**src/rtl/recip_mul_arbiter.sv**
```systemverilog
// Round-robin sequencer that shares one external reciprocal-scaling multiplier
// among four requesters. Each transaction goes grant -> multiply -> response.
module recip_mul_arbiter #(
  parameter int NREQ = 4
) (
  input  logic                 clk,
  input  logic                 rst_n,
  input  logic [NREQ-1:0]      req_valid,
  input  logic [16*NREQ-1:0]   req_xncn,
  input  logic [16*NREQ-1:0]   req_onebyn,
  output logic [NREQ-1:0]      req_ready,
  output logic [15:0]          mul_xncn,
  output logic [15:0]          mul_onebyn,
  input  logic [23:0]          mul_op,
  output logic                 rsp_valid,
  output logic [1:0]           rsp_id,
  output logic [23:0]          rsp_op,
  input  logic                 rsp_ready,
  output logic                 busy,
  output logic [15:0]          ops_done
);

  typedef enum logic [1:0] {
    IDLE,
    MUL,
    RESP
  } arbState_e;

  arbState_e   state;
  logic [1:0]  rrPtr;
  logic [1:0]  grantIdx;
  logic        grantAny;
  logic [1:0]  candIdx;
  logic [15:0] xncnLane [NREQ];
  logic [15:0] onebynLane [NREQ];

  genvar gi;
  generate
    for (gi = 0; gi < NREQ; gi++) begin : gLane
      assign xncnLane[gi]   = req_xncn[16*gi +: 16];
      assign onebynLane[gi] = req_onebyn[16*gi +: 16];
    end
  endgenerate

  // Walk offsets from the far end so the valid requester nearest rrPtr wins.
  always_comb begin
    grantAny = 1'b0;
    grantIdx = rrPtr;
    candIdx  = '0;
    for (int k = NREQ - 1; k >= 0; k--) begin
      candIdx = rrPtr + 2'(k);
      if (req_valid[candIdx]) begin
        grantAny = 1'b1;
        grantIdx = candIdx;
      end
    end
  end

  // The accept pulse must be the same cycle the operands are latched, so it is
  // decoded from the state; gating with rst_n keeps it low while in reset.
  always_comb begin
    req_ready = '0;
    if (rst_n && state == IDLE && grantAny) begin
      req_ready[grantIdx] = 1'b1;
    end
  end

  assign busy = (state != IDLE);

  always_ff @(posedge clk or negedge rst_n) begin
    if (!rst_n) begin
      state      <= IDLE;
      rrPtr      <= '0;
      mul_xncn   <= '0;
      mul_onebyn <= '0;
      rsp_valid  <= 1'b0;
      rsp_id     <= '0;
      rsp_op     <= '0;
      ops_done   <= '0;
    end else begin
      case (state)
        IDLE: begin
          if (grantAny) begin
            mul_xncn   <= xncnLane[grantIdx];
            mul_onebyn <= onebynLane[grantIdx];
            rsp_id     <= grantIdx;
            rrPtr      <= grantIdx + 2'd1;
            state      <= MUL;
          end
        end
        MUL: begin
          rsp_op    <= mul_op;
          rsp_valid <= 1'b1;
          state     <= RESP;
        end
        RESP: begin
          if (rsp_ready) begin
            rsp_valid <= 1'b0;
            ops_done  <= ops_done + 16'd1;
            state     <= IDLE;
          end
        end
        default: state <= IDLE;
      endcase
    end
  end

endmodule

```
**config.mk**
```make
export PLATFORM = sky130hd
export DESIGN_NAME = recip_mul_arbiter
export DESIGN_NICKNAME = d
export VERILOG_FILES = /design/src/rtl/recip_mul_arbiter.sv
export SDC_FILE = /design/constraint.sdc
export NUM_CORES = 1
export LEC_CHECK = 0
export BUFFER_PORTS_ARGS = -buffer_cell sky130_fd_sc_hd__buf_2
export CORE_UTILIZATION = 35
export DETAILED_ROUTE_END_ITERATION = 6
export GPL_TIMING_DRIVEN = 0
export HOLD_SLACK_MARGIN = 0.05
export PLACE_DENSITY = 0.67
export SLEW_MARGIN = 20
export SYNTH_ARGS = -nofsm -noshare
export SYNTH_HDL_FRONTEND = slang
export SYNTH_SLANG_ARGS = --single-unit
```
**constraint.sdc**
```tcl
create_clock -name clk -period 3.85 [get_ports clk]
set_input_delay 0.77 -clock clk [delete_from_list [all_inputs] [get_ports clk]]
set_output_delay 0.77 -clock clk [all_outputs]
set_load 0.02 [all_outputs]
```
Yosys cells after proc, flatten, opt, wreduce, memory -nomap -nowiden
Index checks and enable logic that the tools add are counted.

operators by class
  add/sub/neg operators = 5
  $lt $le $gt $ge = 7
  equality and inequality tests = 4
  mux-type cells = 30
  bitwise operators = 1
  reductions and logical operators = 10

operators by type and width
  kind                                                                count
  binary-select mux 16 bit (select 2 bit)                             2
  2-to-1 mux 16 bit                                                   4
  adder 16 x 1 -> 16 bit (second input constant)                      1
  less-than comparator 2 x 3 -> 1 bit (second input constant)         5
  2-to-1 mux 2 bit                                                    6
  2-to-1 mux 1 bit                                                    10
  binary-select mux 1 bit (select 2 bit)                              4
  AND reduction 2 bit                                                 4
  one-hot mux 2 bit (3 select lines)                                  1
  adder 2 x 1 -> 2 bit (second input constant)                        2
  adder 2 bit (second input constant)                                 2
  2-to-1 mux 4 bit                                                    1
  inequality test 2 bit (second input constant)                       2
  nonzero test 2 bit                                                  2
  greater-or-equal comparator 3 bit (second input constant)           1
  logical AND 1 bit                                                   3
  NOT 2 -> 3 bit                                                      1
  demux 1 bit (select 2 bit)                                          1
  equality test 2 x 1 -> 1 bit (second input constant)                1
  equality test 2 bit (second input constant)                         1
  greater-or-equal comparator 2 x 1 -> 1 bit (second input constant)  1
  logical NOT 2 bit                                                   1
  one-hot mux 1 bit (2 select lines)                                  1

word-level totals
  bits in registers = 79
  bits of input ports = 159
  output and inout port bits = 80
  logic and storage cells = 65

Depth between registers and ports, before layout
  depth in word-level cells = 12
  mapped depth = 8
  depth with buffers taken out = 6

Worst setup path before layout
OpenSTA, ideal clock, no wires.

  kind = in2out
  start = input port req_valid[3]
  end = output port req_ready[2]
  data arrival time = 2.033 ns
  data required time = 3.080 ns
  path slack = 1.047 ns
  cell stages on the path = 4
  path buffers = 0
  cells stage by stage = and3b_1 a2111o_1 and2_1 nor3b_1

between the ends
  longest elaborated chain between the ends = 11
  elaborated cells between the ends (all ways) = 23
  those cells by class = order compare (2); mux (19); reduce/logical (2)

ends and longest elaborated chain
  item                                                                                                                            RTL line  RTL
  start, declared                                                                                                                 8         input logic [NREQ-1:0] req_valid,
  binary-select mux 1 bit (select 2 bit)                                                                                          52        if (req_valid[candIdx]) begin
  2-to-1 mux 1 bit (implied by the code)                                                                                          52
  2-to-1 mux 2 bit (4 in series)                                                                                                  52
  less-than comparator 2 x 3 -> 1 bit (implied by the code) / greater-or-equal comparator 2 x 1 -> 1 bit (equally long branches)  64        req_ready[grantIdx] = 1'b1;
  logical AND 1 bit (implied by the code)                                                                                         64
  2-to-1 mux 1 bit (implied by the code)                                                                                          64
  demux 1 bit (select 2 bit)                                                                                                      64
  2-to-1 mux 4 bit (*)                                                                                                            63        if (rst_n && state == IDLE && grantAny) begin
  end, declared                                                                                                                   11        output logic [NREQ-1:0] req_ready,

Every way passes the cells marked *; elsewhere a longest branch is shown, timed or not. The select of a mux whose other input is x is not followed.

Worst setup path in the final report
  start = input port req_valid[0]
  end = output port req_ready[1]

The elaborated chain is that of the path after synthesis.

==> impl_metrics.tcl <==
set metrics [dict create \
    yosysTopAreaCell "dfrtp_1" \
    cellInternalPower_w 0.002623 \
    reg2reg_from "rrPtr[1]" \
    cp.required_ps 3080 \
    dieArea_um2 11910 \
    crit_arrival_ps 2140 \
    rsz0062_at_grt "false" \
    clk_pin_slew_ps 70 \
    htree_levels 3 \
    finalSetupTns_ps 0 \
    antennaDiodeCount 0 \
    cp_max_fo 10 \
    io_buffers 238 \
    ys.flop_type "dfrtp_1" \
    grt_overflow 0 \
    wl_per_cell_um 15.46 \
    drcViolationCount 0 \
    critPathCapture "req_ready[1]" \
    vias 3619 \
    timing.rr.end "mul_xncn[7]" \
    synth_warnings 0 \
    met2_usage 0.3374 \
    p_sw_w 0.001955 \
    cp-start-kind "input pin" \
    setup_viol 0 \
    netlist_area_um2 4018 \
    combinationalPowerShare 0.515 \
    syn2layout_area_growth_pct 41.73 \
    rrSetupSlack_ps 1980 \
    met3_usage 0.03228 \
    cts_tree "built" \
    cpMaxStageDelayCell "o21ai_1" \
    nets 747 \
    p_leak_nw 2.995 \
    post_cts_buffers 0 \
    hpwl_um 8934 \
    place_ws_ps 913.1 \
    cts_hold_buffers 0 \
    fin_ws_ps 944.7 \
    clockRootBuffer "clkbuf_16" \
    fmax_ghz 0.3442 \
    worstSetupPathType "input pin to output port" \
    crit_path_max_incr_delay_ps 210 \
    maxCapViolCount 0 \
    wirelength_um 11320 \
    antenna_found_initial 1 \
    first_pass_iters 4 \
    die_h_um 109.1 \
    hold_violations 0 \
    async_flop_share 1.000 \
    crit_chain "buf_2 > nor2b_2 > o21ai_1 > nand3_1 > buf_2 > buf_2 > nor3_1 > buf_2" \
    vdd_ir_drop_max_uv 365.7 \
    synth_edf_count 0 \
    fin_crit_sh 0.7546 \
    grt_use_met1 0.2252 \
    slew_viol_final 0 \
    power_frac_clock 0.181 \
    synth.top_cells.by_count "79 x dfrtp_1, 63 x mux2i_1, 44 x nand2_1" \
    crit_top_cell "buf_2" \
    core_area_um2 11030 \
    pin_count 239 \
    grt_pass1_vias 3537 \
    cp-end-kind "output port" \
    critPathLaunch "req_valid[0]" \
    cts_max_path_buffers 2 \
    drive_gt1_frac 0.5304 \
    clock_latency_ps 340 \
    worstMarginPinSlew_ps 633.9 \
    synth_seq_cells 79 \
    synth_top_area_frac 0.4921 \
    drt_iter0_markers 116 \
    chipWidth_um 109.1 \
    synthCells 337 \
    num_rows 38 \
    clkSinkCount 79 \
    r2r_cells 7 \
    grt_pass1_wl_um 17210 \
    placedCellCount 716 \
    cts_buffers 9 \
    synth_most_common_cell "dfrtp_1" \
    top_usage_layer "met2" \
    hold_class "input pin to async pin" \
    synthTopCellsByArea "dfrtp_1 49%, mux2i_1 16%, mux2_2 6.7%" \
    ant_nets 0 \
    initial_core_util 0.3642 \
    power.density_nw_per_um2 804.0 \
    ys_seq_area_frac 0.4921 \
    ys_types 41 \
    period_minus_slack_ps 2905 \
    stdcell_count 732 \
    maxSlewHeadroom 0.5774 \
    avgViaCountPerCell 4.944 \
    cts_resized 0 \
    seqPwrFrac 0.304 \
    syn_avg_cell_area_um2 11.92 \
    grt_util_all_layers 0.1895 \
    skew_ps 6.092 \
    synth_nets 497 \
    routabilityCongestion 0.7538 \
    grt_max_degree 49 \
    outcome "finished clean" \
    sw_frac_of_total 0.4270 \
]
[placed cells by master, fill, tap and decap left out, types with 7 or more instances in the layout]
cell type	instances
mux2_2	24
nand3_1	9
nand2_1	44
clkbuf_16	9
nor2_1	7
buf_2	248
mux2i_1	63
xnor2_1	14
o221ai_1	21
dfrtp_1	79
o221ai_2	10
[worst max-delay path, delay by kind of cell]
kind	cells	cell delay [ps]
AND/OR/NAND/NOR	3	460
AO/OA/AOI/OAI	1	210
buffers and inverters	4	680
[per-layer routing]
layer,routed length [um],vias up
li1,-,1732
met1,4674,1740
met2,5852,136
met3,636,11
met4,154,0
met5,0,-
[final cells by class]
cell class	instances	area, um2
Fill cell	1002	5336
Multi-Input combinational cell	234	1896
Buffer	21	133.9
Tap cell	140	175.2
Inverter	3	11.26
Sequential cell	79	1977
Clock buffer	9	225.2
Clock inverter	7	62.56
Timing Repair Buffer	239	1214
[how the worst min path moves through the flow]
| stage | end | depth (start not counted) | slack (ps) |
|---|---|---|---|
| after floorplan | mul_onebyn[0] | 0 | 470 |
| after global placement | rsp_id[1] | 2 | 460 |
| after detailed placement | rsp_id[0] | 1 | 460 |
| after CTS | rsp_op[7] | 1 | 470 |
| after global routing | ops_done[15] | 1 | 490 |
| final | rsp_op[7] | 1 | 460 |
[sequential cells by signal (all words and copies together), names as in the netlist]
name	cells
rrPtr	2
ops_done	16
state	2
rsp_id	2
mul_xncn	16
rsp_valid	1
rsp_op	24
mul_onebyn	16
[power by group through the flow]
stage | registers [W] | logic, W | clock network [W]
final | 0.00139 | 0.00236 | 0.000829
after global routing | 0.00144 | 0.00255 | 0.000890
after CTS | 0.00139 | 0.00240 | 0.000852
after detailed placement | 0.00140 | 0.00240 | 0
after global placement | 0.00139 | 0.00235 | 0
after floorplan | 0.00180 | 0.00122 | 0
[kinds of logic (layout without fill, tap and decap cells)]
family	count (synthesis)	in the layout	share of synthesized area
muxes	87	87	0.2242
adders and majority gates	1	1	0.003114
and+or+nand+nor	86	86	0.1037
buffers and inverters	24	279	0.03613
AOI/OAI and AO/OA	44	44	0.1059
xor gates and xnor gates	16	16	0.03488
DFF	79	79	0.4921
[per-stage QoR]
step                      power [W]    util  hold slack [ps]  cell area (um2)
after global placement     0.003734  0.4881            456.5             5384
after detailed placement   0.003800  0.4901            462.6             5406
after CTS                  0.004641  0.5162            471.7             5694
final                      0.004578  0.5162            457.1             5694
after floorplan            0.003020       -            474.4             4018
after global routing       0.004884  0.5162            491.7             5694
Power figures use the tool's default switching activity.
